`src/rtl/operand_fetch.sv`:
```
`default_nettype none
// ============================================================================
//  Module      : operand_fetch
//  Description : Pipeline stage between decode and execute. Accepts a decoded
//                instruction, reads both source operands from the register
//                file, and presents a registered operand bundle to execute.
//                Owns both register file ports: port A carries writebacks from
//                execute (absolute priority) and otherwise reads source A;
//                port B always reads source B. A per-register pending-write
//                scoreboard stalls RAW and WAW hazards, and writeback data is
//                forwarded into the bundle in the cycle it is written.
//
//  Ports       : Clock, Reset        - clock, synchronous active-high reset
//                InValid/InReady     - instruction handshake from decode
//                SrcA, SrcB, DestIn  - register indices of the instruction
//                UsesDest, OpIn      - destination-write flag and opcode
//                OutValid/OutReady   - operand bundle handshake to execute
//                OperandA, OperandB  - fetched (or forwarded) operands
//                DestOut, OpOut,
//                UsesDestOut         - registered pass-through fields
//                WbValid, WbAddress,
//                WbData              - writeback request (always accepted)
//                RfAddressA, RfWriteData, RfWriteEnable, RfReadDataA
//                                    - register file port A (read/write)
//                RfAddressB, RfReadDataB
//                                    - register file port B (read-only)
//
//  Revision    : 1.0 - initial release
// ============================================================================
module operand_fetch #(
    parameter int DATA_WIDTH = 16,
    parameter int ADDR_WIDTH = 6,
    parameter int OP_WIDTH   = 4
) (
    input  logic                  Clock,
    input  logic                  Reset,

    // Decode side
    input  logic                  InValid,
    output logic                  InReady,
    input  logic [ADDR_WIDTH-1:0] SrcA,
    input  logic [ADDR_WIDTH-1:0] SrcB,
    input  logic [ADDR_WIDTH-1:0] DestIn,
    input  logic                  UsesDest,
    input  logic [OP_WIDTH-1:0]   OpIn,

    // Execute side
    output logic                  OutValid,
    input  logic                  OutReady,
    output logic [DATA_WIDTH-1:0] OperandA,
    output logic [DATA_WIDTH-1:0] OperandB,
    output logic [ADDR_WIDTH-1:0] DestOut,
    output logic [OP_WIDTH-1:0]   OpOut,
    output logic                  UsesDestOut,

    // Writeback from execute
    input  logic                  WbValid,
    input  logic [ADDR_WIDTH-1:0] WbAddress,
    input  logic [DATA_WIDTH-1:0] WbData,

    // Register file
    output logic [ADDR_WIDTH-1:0] RfAddressA,
    output logic [DATA_WIDTH-1:0] RfWriteData,
    output logic                  RfWriteEnable,
    input  logic [DATA_WIDTH-1:0] RfReadDataA,
    output logic [ADDR_WIDTH-1:0] RfAddressB,
    input  logic [DATA_WIDTH-1:0] RfReadDataB
);

    localparam int c_NUM_REGS = 2 ** ADDR_WIDTH;

    // ------------------------------------------------------------------------
    // State
    // ------------------------------------------------------------------------
    logic [c_NUM_REGS-1:0] r_busy;
    logic                  r_outValid;
    logic [DATA_WIDTH-1:0] r_operandA;
    logic [DATA_WIDTH-1:0] r_operandB;
    logic [ADDR_WIDTH-1:0] r_destOut;
    logic [OP_WIDTH-1:0]   r_opOut;
    logic                  r_usesDestOut;

    // ------------------------------------------------------------------------
    // Combinational hazard resolution
    // ------------------------------------------------------------------------
    logic                  w_wbHitA;
    logic                  w_wbHitB;
    logic                  w_wbHitDest;
    logic                  w_availA;
    logic                  w_availB;
    logic                  w_destOk;
    logic                  w_slotFree;
    logic                  w_inReady;
    logic                  w_accept;
    logic [DATA_WIDTH-1:0] w_dataA;
    logic [DATA_WIDTH-1:0] w_dataB;
    logic [c_NUM_REGS-1:0] w_clearMask;
    logic [c_NUM_REGS-1:0] w_setMask;
    logic [c_NUM_REGS-1:0] w_busyNext;

    assign w_wbHitA    = WbValid && (SrcA == WbAddress);
    assign w_wbHitB    = WbValid && (SrcB == WbAddress);
    assign w_wbHitDest = WbValid && (DestIn == WbAddress);

    // Port A is stolen by any writeback; the only way to still obtain operand
    // A in that cycle is when the writeback targets SrcA itself. A matching
    // writeback also supersedes a pending entry, since it is that very write.
    assign w_availA = WbValid ? w_wbHitA : !r_busy[SrcA];
    assign w_dataA  = w_wbHitA ? WbData : RfReadDataA;

    // Port B is never stolen, so only the scoreboard can block it.
    assign w_availB = w_wbHitB || !r_busy[SrcB];
    assign w_dataB  = w_wbHitB ? WbData : RfReadDataB;

    // A second writer to a pending register must wait until the first one
    // retires (at the latest in the same cycle as its writeback).
    assign w_destOk   = !UsesDest || !r_busy[DestIn] || w_wbHitDest;
    assign w_slotFree = !r_outValid || OutReady;

    // Deliberately independent of InValid so decode may look at it first.
    assign w_inReady = w_availA && w_availB && w_destOk && w_slotFree;
    assign w_accept  = InValid && w_inReady;

    // Scoreboard update: clear on writeback, set on accept; set is applied
    // last so that it wins on a same-cycle collision.
    always_comb begin
        w_clearMask = '0;
        w_setMask   = '0;
        if (WbValid) begin
            w_clearMask[WbAddress] = 1'b1;
        end
        if (w_accept && UsesDest) begin
            w_setMask[DestIn] = 1'b1;
        end
    end

    assign w_busyNext = (r_busy & ~w_clearMask) | w_setMask;

    // ------------------------------------------------------------------------
    // Register file port arbitration
    // ------------------------------------------------------------------------
    assign RfAddressA    = WbValid ? WbAddress : SrcA;
    assign RfWriteData   = WbData;
    assign RfWriteEnable = WbValid;
    assign RfAddressB    = SrcB;

    // ------------------------------------------------------------------------
    // Sequential state
    // ------------------------------------------------------------------------
    always_ff @(posedge Clock) begin
        if (Reset) begin
            r_busy        <= '0;
            r_outValid    <= 1'b0;
            r_operandA    <= '0;
            r_operandB    <= '0;
            r_destOut     <= '0;
            r_opOut       <= '0;
            r_usesDestOut <= 1'b0;
        end else begin
            r_busy <= w_busyNext;
            if (w_accept) begin
                r_outValid    <= 1'b1;
                r_operandA    <= w_dataA;
                r_operandB    <= w_dataB;
                r_destOut     <= DestIn;
                r_opOut       <= OpIn;
                r_usesDestOut <= UsesDest;
            end else if (OutReady) begin
                // Bundle consumed with nothing to replace it; payload holds.
                r_outValid <= 1'b0;
            end
        end
    end

    // ------------------------------------------------------------------------
    // Outputs
    // ------------------------------------------------------------------------
    assign InReady     = w_inReady;
    assign OutValid    = r_outValid;
    assign OperandA    = r_operandA;
    assign OperandB    = r_operandB;
    assign DestOut     = r_destOut;
    assign OpOut       = r_opOut;
    assign UsesDestOut = r_usesDestOut;

endmodule
`default_nettype wire
```
`config.mk`:
```
export PLATFORM = sky130hd
export DESIGN_NAME = operand_fetch
export DESIGN_NICKNAME = d
export VERILOG_FILES = /design/src/rtl/operand_fetch.sv
export SDC_FILE = /design/constraint.sdc
export NUM_CORES = 1
export LEC_CHECK = 0
export ABC_AREA = 1
export CAP_MARGIN = 20
export CORE_MARGIN = 8
export CORE_UTILIZATION = 38
export CTS_CLUSTER_DIAMETER = 40
export CTS_CLUSTER_SIZE = 24
export DETAILED_ROUTE_END_ITERATION = 16
export HOLD_SLACK_MARGIN = 0.12
export SLEW_MARGIN = 10
export SYNTH_ARGS = -nofsm -noshare
export SYNTH_HDL_FRONTEND = slang
export SYNTH_SLANG_ARGS = --single-unit
export TNS_END_PERCENT = 10
```
`constraint.sdc`:
```
create_clock -name Clock -period 2.7 [get_ports Clock]
set_clock_uncertainty 0.15 [all_clocks]
set_input_delay 0.54 -clock Clock [delete_from_list [all_inputs] [get_ports Clock]]
set_output_delay 0.54 -clock Clock [all_outputs]
set_load 0.02 [all_outputs]
```
==> insert_results.sql <==
INSERT INTO impl_metrics (metric_group, metric, value, unit) VALUES
('final_layout', 'layout.nets', '1570', ''),
('outcome', 'violations', 'setup timing', ''),
('grt', 'maximum_number_of_pins_on_one_net_before_global_route_repair', '66', ''),
('floorplanning', 'num_rows', '51', ''),
('setup_path', 'critical_path_source_type', 'input port', ''),
('setup_path', 'worst_ep_arrival_time', '2.06', 'ns'),
('timing', 'setup_viol', '2', ''),
('final_layout', 'combined_area_of_the_multi_input_logic_cells', '4618', 'µm²'),
('setup_path', 'slowest_stage', 'sky130_fd_sc_hd__nor3_1', ''),
('yosys', 'seq_area_frac_synth', '28.89', '%'),
('yosys', 'syn_nets', '1328', ''),
('detailed_routing', 'post_drt_via_cell_ratio', '5.351', ''),
('min_path', 'whs_path_depth', '2', ''),
('setup_path', 'worstReg2RegEnd', 'r_busy[15]', ''),
('setup_path', 'path_cells', 'dlygate4sd2_1 > buf_4 > nor3_1 > nand2_1 > nand2_1 > nor2_1 > nand2_1 > a21oi_2 > nand3_2 > inv_2 > buf_6', ''),
('floorplanning', 'die_height', '156.3', 'µm'),
('final_layout', 'drive_gt1_share', '21.30', '%'),
('floorplanning', 'io_pins', '156', ''),
('yosys', 'synth.top_cell.area_share', '28.89', '%'),
('timing', 'finalWorstSetupSlack', '-0.05327', 'ns'),
('yosys', 'syn_area', '7485', 'µm²'),
('yosys', 'synth_cells', '1246', ''),
('grt', 'first_global_vias', '8885', ''),
('clocking', 'cts_buffers', '9', ''),
('timing', 'maxSlewViolCount', '0', ''),
('yosys', 'yosysWarnings', '0', ''),
('clocking', 'cts_hold_repair.buffers', '0', ''),
('place', 'detailed_place.area', '10210', 'µm²'),
('yosys', 'synth_enable_flop_cells', '0', ''),
('outcome', 'outcome', 'finished with violations', ''),
('detailed_routing', 'drt_pre_antenna_iters', '5', ''),
('timing', 'worst_pin_slew', '0.9583', 'ns'),
('clocking', 'clock_tree.root_cell', 'sky130_fd_sc_hd__clkbuf_16', ''),
('floorplanning', 'initial_core_util', '38.58', '%'),
('timing', 'achievable_freq', '363.2', 'MHz'),
('setup_path', 'cp_slowest_stage_delay', '0.35', 'ns'),
('detailed_routing', 'drt-wirelength-per-cell', '19.88', 'µm'),
('yosys', 'syn-mean-instance-area', '6.007', 'µm²'),
('setup_path', 'cpMostUsedCell', 'sky130_fd_sc_hd__nand2_1', ''),
('floorplanning', 'core_area', '19400', 'µm²'),
('clocking', 'clock_tree_from_tritoncts', 'done', ''),
('min_path', 'holdCritPathClass', 'reg -> reg', ''),
('setup_path', 'ff_to_ff_path_depth', '19', ''),
('clocking', 'cts_max_path_buffers', '2', ''),
('clocking', 'h-tree-depth', '3', ''),
('place', 'detailed_place_hpwl', '24.51', 'mm'),
('place', 'port_buffers', '155', ''),
('setup_path', 'critical_path_buf_inv_count', '4', ''),
('floorplanning', 'die_width', '156.3', 'µm'),
('power', 'leakagePower', '4.691', 'nW'),
('detailed_routing', 'first_iter_violations', '951', ''),
('power', 'cellPowerDensity', '384.4', 'nW/µm²'),
('yosys', 'synth-async-reset-ratio', '0', '%'),
('yosys', 'postSynthRegisterBits', '108', ''),
('clocking', 'clock_insertion_delay_worst_skew', '0.37', 'ns'),
('timing', 'timing.final.hold_violations', '0', ''),
('timing', 'finalWorstPathRequiredPeriod', '2.753', 'ns'),
('yosys', 'post-synth-top-count-cell', 'sky130_fd_sc_hd__nand2_1', ''),
('setup_path', 'timing.critical_path.max_delay_family', 'simple AND/OR/NAND/NOR gates', ''),
('detailed_routing', 'antenna_violating_nets_post_route', '0', ''),
('yosys', 'synth_flop_cell', 'sky130_fd_sc_hd__dfxtp_1', ''),
('final_layout', 'area.sequential', '2162', 'µm²'),
('detailed_routing', 'route.vias.total', '9407', ''),
('final_layout', 'insertedDiodeCount', '0', ''),
('setup_path', 'startpoint_of_the_worst_register_to_register_path', 'r_busy[1]', ''),
('detailed_routing', 'detail_route.wirelength', '34.95', 'mm'),
('final_layout', 'syn2layout_area_growth', '49.63', '%'),
('clocking', 'clkSlewWorstSetupHoldPaths', '0.08', 'ns'),
('floorplanning', 'design.die.area', '24440', 'µm²'),
('final_layout', 'final_design_area_no_fill', '11200', 'µm²'),
('yosys', 'synthDominantAreaCellType', 'sky130_fd_sc_hd__dfxtp_1', '');
[final cells by class]
cell class / instances / area share (%)
Multi-Input combinational cell: 939 / 41.24
Clock buffer: 9 / 2.011
Timing Repair Buffer: 336 / 30.42
Inverter: 94 / 3.307
Tap cell: 265 / 2.961
Sequential cell: 108 / 19.31
Clock inverter: 7 / 0.7597
[kinds of logic after synthesis]
logic type	share of synthesized area (%)
XOR/XNOR	0.4680
buffers and inverters	12.50
flip-flops	28.89
AND/OR/NAND/NOR	38.16
AO/OA/AOI/OAI	19.98
[worst max path at each step]
stage	start	to	slack (ns)	cells after the start
floorplan	DestIn[0]	InReady	0.21	12
global placement	DestIn[2]	InReady	-0.83	12
detailed placement	DestIn[2]	InReady	-0.87	12
CTS	DestIn[2]	InReady	-0.1	13
global route	SrcA[4]	InReady	-0.14	8
finish	DestIn[5]	InReady	-0.05	11
[per-layer routing]
layer | wire, µm | vias up | track usage (%)
li1 | - | 4552 | -
met1 | 14890 | 4251 | 36.92
met2 | 15220 | 531 | 40.73
met3 | 3870 | 71 | 7.667
met4 | 960 | 2 | 9.657
met5 | 8 | - | 0
[per-stage QoR]
step | instances | worst slack, ns | setup TNS (ns)
2_1_floorplan | 1246 | 0.2093 | 0
3_3_place_gp | 1721 | -0.8276 | -60.88
3_5_place_dp | 1721 | -0.8687 | -65.94
4_1_cts | 1748 | -0.09750 | -0.3369
5_1_grt | 1758 | -0.1377 | -5.861
6_report | 1758 | -0.05327 | -0.05874
[power breakdown]
part	internal, mW	switching (mW)	total [mW]	leakage, nW
combinational	0.553	0.670	1.22	3.67
sequential	1.64	0.0236	1.66	0.874
clock	0.736	0.686	1.42	0.149
total	2.93	1.38	4.30	4.69
[flip-flops by register name, indices dropped and copies added (netlist names)]
name and flops:
DestOut 6, OperandA 16, OpOut 4, r_busy 64, OutValid 1, OperandB 16
UsesDestOut 1
[worst min-delay path, cell delays in order, from the launching register on]
cell and delay [ns]:
sky130_fd_sc_hd__dfxtp_1 0.33, sky130_fd_sc_hd__nand2_2 0.07, sky130_fd_sc_hd__a21oi_2 0.05
[cells in the final DEF (no fill, tap or decap), drive strengths merged]
cell type / instances
a21oi: 73
a221oi: 4
buf: 181
bufinv: 1
clkbuf: 17
clkdlybuf4s50: 129
clkinv: 8
clkinvlp: 1
dfxtp: 108
dlygate4sd2: 17
dlymetal6s2s: 1
inv: 91
nand2: 300
nand3: 173
nand4: 1
nor2: 179
nor3: 11
o2111ai: 2
o211ai: 14
o21a: 2
o21ai: 165
o22ai: 6
o31ai: 2
or2: 3
xnor2: 4
[timing repair]
action / in CTS / in global routing
cloned: 6 / 7
pin swaps: 14 / 20
hold endpoints to repair: 0 / 0
setup buffers: 5 / 4
endpoints found under the setup margin: 115 / 109
gates resized for setup: 65 / 77
No activity file was read; power rests on OpenSTA's default activity.
